**config.mk**
```make
export PLATFORM = sky130hd
export DESIGN_NAME = sprite_blitter
export DESIGN_NICKNAME = d
export VERILOG_FILES = /design/src/rtl/sprite_blitter.sv
export SDC_FILE = /design/constraint.sdc
export NUM_CORES = 1
export LEC_CHECK = 0
export ABC_AREA = 1
export CAP_MARGIN = 25
export CORE_MARGIN = 10
export CORE_UTILIZATION = 58
export CTS_BUF_LIST = sky130_fd_sc_hd__clkbuf_16
export DETAILED_ROUTE_END_ITERATION = 10
export GPL_TIMING_DRIVEN = 0
export PLACE_DENSITY = 0.87
export REMOVE_ABC_BUFFERS = 1
export SYNTH_ARGS = -nofsm -noshare
export SYNTH_HDL_FRONTEND = slang
export SYNTH_SLANG_ARGS = --single-unit
```
**constraint.sdc**
```tcl
create_clock -name clk_in -period 5.3 [get_ports clk_in]
set_clock_uncertainty 0.05 [all_clocks]
set_input_delay 1.06 -clock clk_in [delete_from_list [all_inputs] [get_ports clk_in]]
set_output_delay 1.06 -clock clk_in [all_outputs]
set_load 0.1 [all_outputs]
```
**src/rtl/sprite_blitter.sv**
```systemverilog
// XOR sprite blitter: draws 8-pixel-wide sprite rows into a 1bpp framebuffer
// with SCALE x SCALE pixel replication and collision detection.
//
// state | meaning
// IDLE  | waiting for start
// FETCH | sprite row address on mem_rd_addr
// LATCH | capture sprite row byte
// PIX   | evaluate one column (bit + visibility)
// FB_RD | framebuffer byte address driven for read
// FB_WR | XOR write-back of the same byte
// DONE  | one-cycle completion pulse
module sprite_blitter #(
  parameter int DISP_W    = 64,
  parameter int DISP_H    = 32,
  parameter int SCALE     = 2,
  parameter int WRAP_MODE = 0,
  localparam int FB_AW    = $clog2(DISP_W * DISP_H * SCALE * SCALE / 8)
) (
  input  logic             clk_in,
  input  logic             rst_in,
  input  logic             start,
  input  logic [7:0]       x_in,
  input  logic [7:0]       y_in,
  input  logic [3:0]       n_in,
  input  logic [11:0]      spr_addr,
  output logic [11:0]      mem_rd_addr,
  input  logic [7:0]       mem_rd_data,
  output logic [FB_AW-1:0] fb_addr,
  input  logic [7:0]       fb_rd_data,
  output logic [7:0]       fb_wr_data,
  output logic             fb_wr_en,
  output logic             busy,
  output logic             done,
  output logic             collision
);

  localparam int IW = FB_AW + 3;

  typedef enum logic [2:0] {IDLE, FETCH, LATCH, PIX, FB_RD, FB_WR, DONE} state_t;

  state_t      state;
  logic [7:0]  x0, y0, row_byte, mask;
  logic [3:0]  n_q, row;
  logic [11:0] base;
  logic [2:0]  col;
  logic [1:0]  sx, sy;

  logic [31:0]   px, py;
  logic          visible, pix_on, last_sx, last_sy, last_col, last_row, row_end;
  logic [1:0]    nsx, nsy;
  logic [IW-1:0] idx0, idxn;

  function automatic logic [IW-1:0] bit_index(input logic [31:0] p_x, p_y,
                                              input logic [1:0] s_x, s_y);
    return IW'((p_y * SCALE + 32'(s_y)) * (DISP_W * SCALE) + p_x * SCALE + 32'(s_x));
  endfunction

  always_comb begin
    px      = 32'(x0) + 32'(col);
    py      = 32'(y0) + 32'(row);
    visible = 1'b1;
    if (px >= 32'(DISP_W)) begin
      if (WRAP_MODE == 1) px = px - 32'(DISP_W);
      else                visible = 1'b0;
    end
    if (py >= 32'(DISP_H)) begin
      if (WRAP_MODE == 1) py = py - 32'(DISP_H);
      else                visible = 1'b0;
    end
    pix_on   = row_byte[3'd7 - col] && visible;
    last_sx  = (sx == 2'(SCALE - 1));
    last_sy  = (sy == 2'(SCALE - 1));
    nsx      = last_sx ? 2'd0 : sx + 2'd1;
    nsy      = last_sx ? sy + 2'd1 : sy;
    last_col = (col == 3'd7);
    last_row = ((row + 4'd1) == n_q);
    idx0     = bit_index(px, py, 2'd0, 2'd0);
    idxn     = bit_index(px, py, nsx, nsy);
    row_end  = ((state == PIX) && !pix_on && last_col) ||
               ((state == FB_WR) && last_sx && last_sy && last_col);
  end

  // Write data is the read byte XORed in the write cycle itself (1-cycle read latency).
  assign fb_wr_data = fb_wr_en ? (fb_rd_data ^ mask) : 8'h00;

  always_ff @(posedge clk_in) begin
    if (rst_in) begin
      state       <= IDLE;
      x0          <= '0;
      y0          <= '0;
      n_q         <= '0;
      base        <= '0;
      row         <= '0;
      col         <= '0;
      sx          <= '0;
      sy          <= '0;
      row_byte    <= '0;
      mask        <= '0;
      mem_rd_addr <= '0;
      fb_addr     <= '0;
      fb_wr_en    <= 1'b0;
      busy        <= 1'b0;
      done        <= 1'b0;
      collision   <= 1'b0;
    end else begin
      done     <= 1'b0;
      fb_wr_en <= 1'b0;
      case (state)
        IDLE: begin
          if (start) begin
            x0        <= 8'(32'(x_in) % DISP_W);
            y0        <= 8'(32'(y_in) % DISP_H);
            n_q       <= n_in;
            base      <= spr_addr;
            collision <= 1'b0;
            row       <= '0;
            col       <= '0;
            sx        <= '0;
            sy        <= '0;
            if (n_in == 4'd0) begin
              state <= DONE;
              done  <= 1'b1;
            end else begin
              state       <= FETCH;
              busy        <= 1'b1;
              mem_rd_addr <= spr_addr;
            end
          end
        end
        FETCH: state <= LATCH;
        LATCH: begin
          row_byte <= mem_rd_data;
          col      <= '0;
          state    <= PIX;
        end
        PIX: begin
          if (pix_on) begin
            sx      <= '0;
            sy      <= '0;
            fb_addr <= idx0[IW-1:3];
            mask    <= 8'h80 >> idx0[2:0];
            state   <= FB_RD;
          end else if (!last_col) begin
            col <= col + 3'd1;
          end
        end
        FB_RD: begin
          fb_wr_en <= 1'b1;
          state    <= FB_WR;
        end
        FB_WR: begin
          if ((fb_rd_data & mask) != 8'h00) collision <= 1'b1;
          if (!(last_sx && last_sy)) begin
            sx      <= nsx;
            sy      <= nsy;
            fb_addr <= idxn[IW-1:3];
            mask    <= 8'h80 >> idxn[2:0];
            state   <= FB_RD;
          end else if (!last_col) begin
            col   <= col + 3'd1;
            state <= PIX;
          end
        end
        DONE:    state <= IDLE;
        default: state <= IDLE;
      endcase
      // End of a sprite row: move to the next row or finish the draw.
      if (row_end) begin
        row <= row + 4'd1;
        col <= '0;
        if (last_row) begin
          state <= DONE;
          busy  <= 1'b0;
          done  <= 1'b1;
        end else begin
          state       <= FETCH;
          mem_rd_addr <= base + 12'(row) + 12'd1;
        end
      end
    end
  end

endmodule

```
# == After elaboration in Yosys (flattened, before gate mapping) ==
# Cells that the tools add are included.
# W data, S select, Z words.
# classes
bitwise,2
shifts,2
muxes,54
addsub,13
reduce_logical,26
magnitude_cmp,3
n_eq_ne,18
# op_table
cell,n
$mux W12,5
$mux W3,11
$add A13 B8 Y13,2
$mux W8,3
$mux W10,2
$pmux W10 S2,1
$pmux W3 S6,1
$mux W1,16
$pmux W8 S2,1
$shr A8 B3 Y8 const A,2
$add A13 B2 Y13,1
$add A12 B1 Y12 const B,1
$add A12 B4 Y12,1
$mux W2,6
$mux W4,3
$pmux W2 S3,2
$pmux W3 S4,1
$eq A3 B3 Y1 const B,3
$reduce_and A3 Y1,3
$and A8 B8 Y8,1
$ne A2 B2 Y1 const B,4
$reduce_and A4 Y1,2
$reduce_bool A2 Y1,4
$reduce_bool A8 Y1,1
other kinds (29),41
# totals
out_inout_bits,34
input_bits,51
regBits,83
elab_cells,135

# == Logic depth before layout (Yosys ltp) ==
# logic_depth
depth_word,11
mapped_depth,19
mapped_depth_nobuf,19

# == Worst setup path before layout ==
# Ideal clock, no wire load.
# synth_timing
path_type,input-to-output
startpoint,in fb_rd_data[7]
endpoint,out fb_wr_data[7]
slack_ps,2233
cell_stages,3
path_buffers,0
arrival_ps,1957
t_required_ps,4190
cell_sequence,ha_1 > nand2_1 > inv_1
# synth_via
elab_chain_cells,2
# synth_lines
item,line_no,text
start: declaration,29,"input logic [7:0] fb_rd_data,"
$xor A8 B8 Y8,84,assign fb_wr_data = fb_wr_en ? (fb_rd_data ^ mask) : 8'h00;
$mux W8,84,
end: declaration,30,"output logic [7:0] fb_wr_data,"
# No other way between the ends.

# == Final worst setup path ==
# layout_timing
startpoint,in fb_rd_data[1]
endpoint,out fb_wr_data[1]
# Same word-level chain as after synthesis.

==> flow_summary_export.csv <==
group,metric,value,unit
outcome,status,"completed",
power_and_ir_drop,power.density,375,nW/um^2
power_and_ir_drop,switching_share,0.387,
die,rows,33,
global_routing,grt_pass1_wl,21500,um
sta,fin_setup_tns,0,ns
placement,finalWeightedCongestion,0.860,
placement,dp_slack,1.17,ns
clock_network,cts_repair_resize_count,0,
placement,port_buffers,79,
sta,fmax,0.242,GHz
sta,slew_headroom,0.340,
power_and_ir_drop,p_total,2.27,mW
synth,synth-seq-cells,83,
worst_setup_path,path_delay_family,"buffers and inverters",
drt,drtIter0Drc,247,
synth,ys.flop_type,"dfxtp_1",
worst_setup_path,critPathMaxStageDelay,1.12,ns
power_and_ir_drop,p_seq_frac,0.349,
global_routing,grt_use_total,0.201,
job,cap_violations,0,
worst_setup_path,crit_path_max_fanout,1,
worst_setup_path,critical_path_buf_inv_count,3,
sta,tightest_slew,0.987,ns
global_routing,antenna_found_initial,0,
synth,yosysMostFrequentCell,"nand2_1",
global_routing,grt_overflow,0,
power_and_ir_drop,power_frac_clock,0.289,
global_routing,grt-busiest-layer,"met2",
clock_network,clkLatencyLatePin,0.33,ns
clock_network,htreeDepth,3,
synth,syn-instance-count,696,
clock_network,post_cts_buffers,0,
die,fp.dieH,111,um
synth,synth_warnings,0,
placement,dpl.cell_count,864,
sta,hold_viol,0,
drt,via_per_inst,5.35,
power_and_ir_drop,leakagePower,2.82,nW
synth,synth_edf_count,0,
worst_setup_path,path_class,"in -> out",
clock_network,cts_tree,"built",
clock_network,hold_buffers,0,
worst_setup_path,worst-endpoint-required,4.19,ns
synth,synth_top_cell_area_share,0.344,
drt,drc_errors,0,
die,top_level_ports,85,
power_and_ir_drop,p_int,1.39,mW
synth,syn_area,4830,um^2
final_layout,multi_input_area,2740,um^2
worst_setup_path,cp-start-kind,"input port",
worst_setup_path,worstPathArrival,3.01,ns
synth,synth_area_leaders,"dfxtp_1 (34%), nand2_1 (12%), ha_1 (7.2%)",
sta,period_minus_slack,4.12,ns
power_and_ir_drop,p_switching,878,uW
worst_setup_path,cp-end-kind,"output pin",
final_layout,n_fill_cell,668,
global_routing,grt_pass1_vias,4720,
drt,dr.pass1.iters,5,
clock_network,cts.path.max_buffers,2,
global_routing,grt_use_met3,0.0492,
global_routing,use_met1,0.222,
final_layout,stdcell_count,880,
placement,placed_cell_area,5740,um^2
drt,drt_wl_total,12600,um
sta,holdWs,0.403,ns
power_and_ir_drop,peakVddDrop,0.283,mV
final_layout,final_util,0.740,
sta,rsz0062_at_grt,"false",
synth,avgSynthCellArea,6.95,um^2
clock_network,numCtsBuffers,9,
die,floorplan.initialDensity,0.591,
global_routing,grt_max_degree,30,
final_layout,fin_nets,852,
drt,ant_nets,0,
sta,fin_crit_sh,0.778,
die,core-area,8180,um^2
worst_setup_path,crit_path_top_delay_cell,"clkdlybuf4s50_1",
global_routing,grtUsageMet2,0.365,
drt,vias,4705,
clock_network,clock-sinks,83,
drt,wl_per_cell,14.3,um
synth,async_reset_ff_frac,0,
worst_hold_path,hp-class,"reg -> reg",
final_layout,area_growth,25.1,%
sta,finalSetupViolations,0,
sta,final.setup.worst_slack,1.18,ns
clock_network,clkSlewWorstSetupHoldPaths,0.06,ns
final_layout,diodes,0,
synth,ys_top_cells_by_count,"nand2_1 (153), nor2_1 (87), dfxtp_1 (83)",
power_and_ir_drop,combPwrFrac,0.362,
final_layout,seq_area,1660,um^2
worst_setup_path,path_cells,"clkdlybuf4s50_1 > ha_1 > nand2_1 > inv_1 > clkdlybuf4s50_1",
placement,dp_hpwl,9420,um
synth,synth.distinct_cells,41,
final_layout,final_area,6050,um^2
worst_setup_path,path_common_cell,"clkdlybuf4s50_1",
sta,drv_slew,0,
die,die-width,111,um
synth,synth_area_leader_cell,"dfxtp_1",
clock_network,root_buffer,"clkbuf_16",
die,dieArea,12400,um^2
final_layout,drive_above_1_share,0.0619,
synth,ys_seq_area_frac,0.344,
[state kept, by name, summed over array words and instances, names as in the netlist]
| name | count |
|---|---|
| fb_wr_en | 1 |
| row | 4 |
| row_byte | 8 |
| state | 3 |
| fb_addr | 10 |
| n_q | 4 |
| collision | 1 |
| x0 | 6 |
| mask | 8 |
| base | 12 |
| mem_rd_addr | 12 |
| done | 1 |
| sy | 2 |
| y0 | 5 |
| busy | 1 |
| col | 3 |
| sx | 2 |
[cell usage in the layout (no fill, tap or decap), types with 3 or more instances in the layout]
| cell | synthesis | final |
|---|---|---|
| or2_2 | 3 | 3 |
| mux2_2 | 6 | 6 |
| a21oi_2 | 3 | 3 |
| nand4_1 | 7 | 7 |
| dfxtp_1 | 83 | 83 |
| nand2_4 | 3 | 3 |
| nand3_1 | 43 | 43 |
| xor2_1 | 14 | 14 |
| nand2_1 | 153 | 153 |
| buf_16 | 0 | 3 |
| clkbuf_16 | 0 | 9 |
| inv_2 | 4 | 4 |
| mux2i_1 | 4 | 4 |
| a21oi_1 | 65 | 65 |
| clkdlybuf4s50_1 | 0 | 79 |
| fa_1 | 3 | 3 |
| xnor2_1 | 5 | 5 |
| inv_1 | 78 | 80 |
| o21ai_0 | 56 | 56 |
| o21ai_1 | 3 | 3 |
| nor2_1 | 87 | 87 |
| ha_1 | 28 | 28 |
| nor3_1 | 9 | 9 |
[power groups by stage]
stage / sequential (mW) / combinational, mW / clock, mW
4_1_cts: 0.789 / 0.822 / 0.660
5_1_grt: 0.801 / 0.901 / 0.686
6_report: 0.791 / 0.821 / 0.656
3_5_place_dp: 0.801 / 0.814 / 0
2_1_floorplan: 0.982 / 0.403 / 0
3_3_place_gp: 0.796 / 0.773 / 0
[layout make-up]
cell class | instances | share of cell area
inverters | 86 | 0.0544
flip-flops and latches | 83 | 0.275
multi-input cells | 508 | 0.453
repair buffers | 82 | 0.144
clock inverters | 7 | 0.0141
well taps | 105 | 0.0217
clock buffers | 9 | 0.0372
[worst paths after layout]
| kind | start | to | slack [ns] | cells after the start |
|---|---|---|---|---|
| setup / recovery | fb_rd_data[1] | fb_wr_data[1] | 1.18 | 5 |
| hold / removal | busy$_SDFF_PP0_ | busy$_SDFF_PP0_ | 0.40 | 2 |
| setup reg to reg | col[0]$_SDFFE_PP0P_ | fb_addr[2]$_SDFFE_PP0P_ | 2.50 | 15 |
| hold reg to reg | busy$_SDFF_PP0_ | busy$_SDFF_PP0_ | 0.40 | 2 |
[worst register-to-register path, stage by stage (launching register included)]
cell	delay, ns
dfxtp_1	0.49
ha_1	0.25
inv_1	0.06
fa_1	0.40
inv_1	0.07
nand3_1	0.09
nand2_1	0.08
nand2_1	0.07
nor2_2	0.11
nor2_1	0.09
nand2_2	0.10
nand2_1	0.09
nand2_2	0.30
inv_4	0.16
o21ai_0	0.20
a21oi_1	0.06
[per-layer routing]
layer	wire, um	share of wire
met1	5210	0.41
met5	0	0
met3	867	0.069
met2	6330	0.50
met4	218	0.017
[cells by family (layout without fill, tap and decap cells)]
kind of cell	count (synthesis)	in the layout	share of synthesized area
AO/OA/AOI/OAI	132	132	0.142
XOR/XNOR	19	19	0.0344
adder cells (fa/ha/maj)	31	31	0.0849
buffers and inverters	105	184	0.0890
flip-flops	83	83	0.344
multiplexers	10	10	0.0223
AND/OR/NAND/NOR	316	316	0.283
Note: power is estimated with default switching activity, not from simulation.
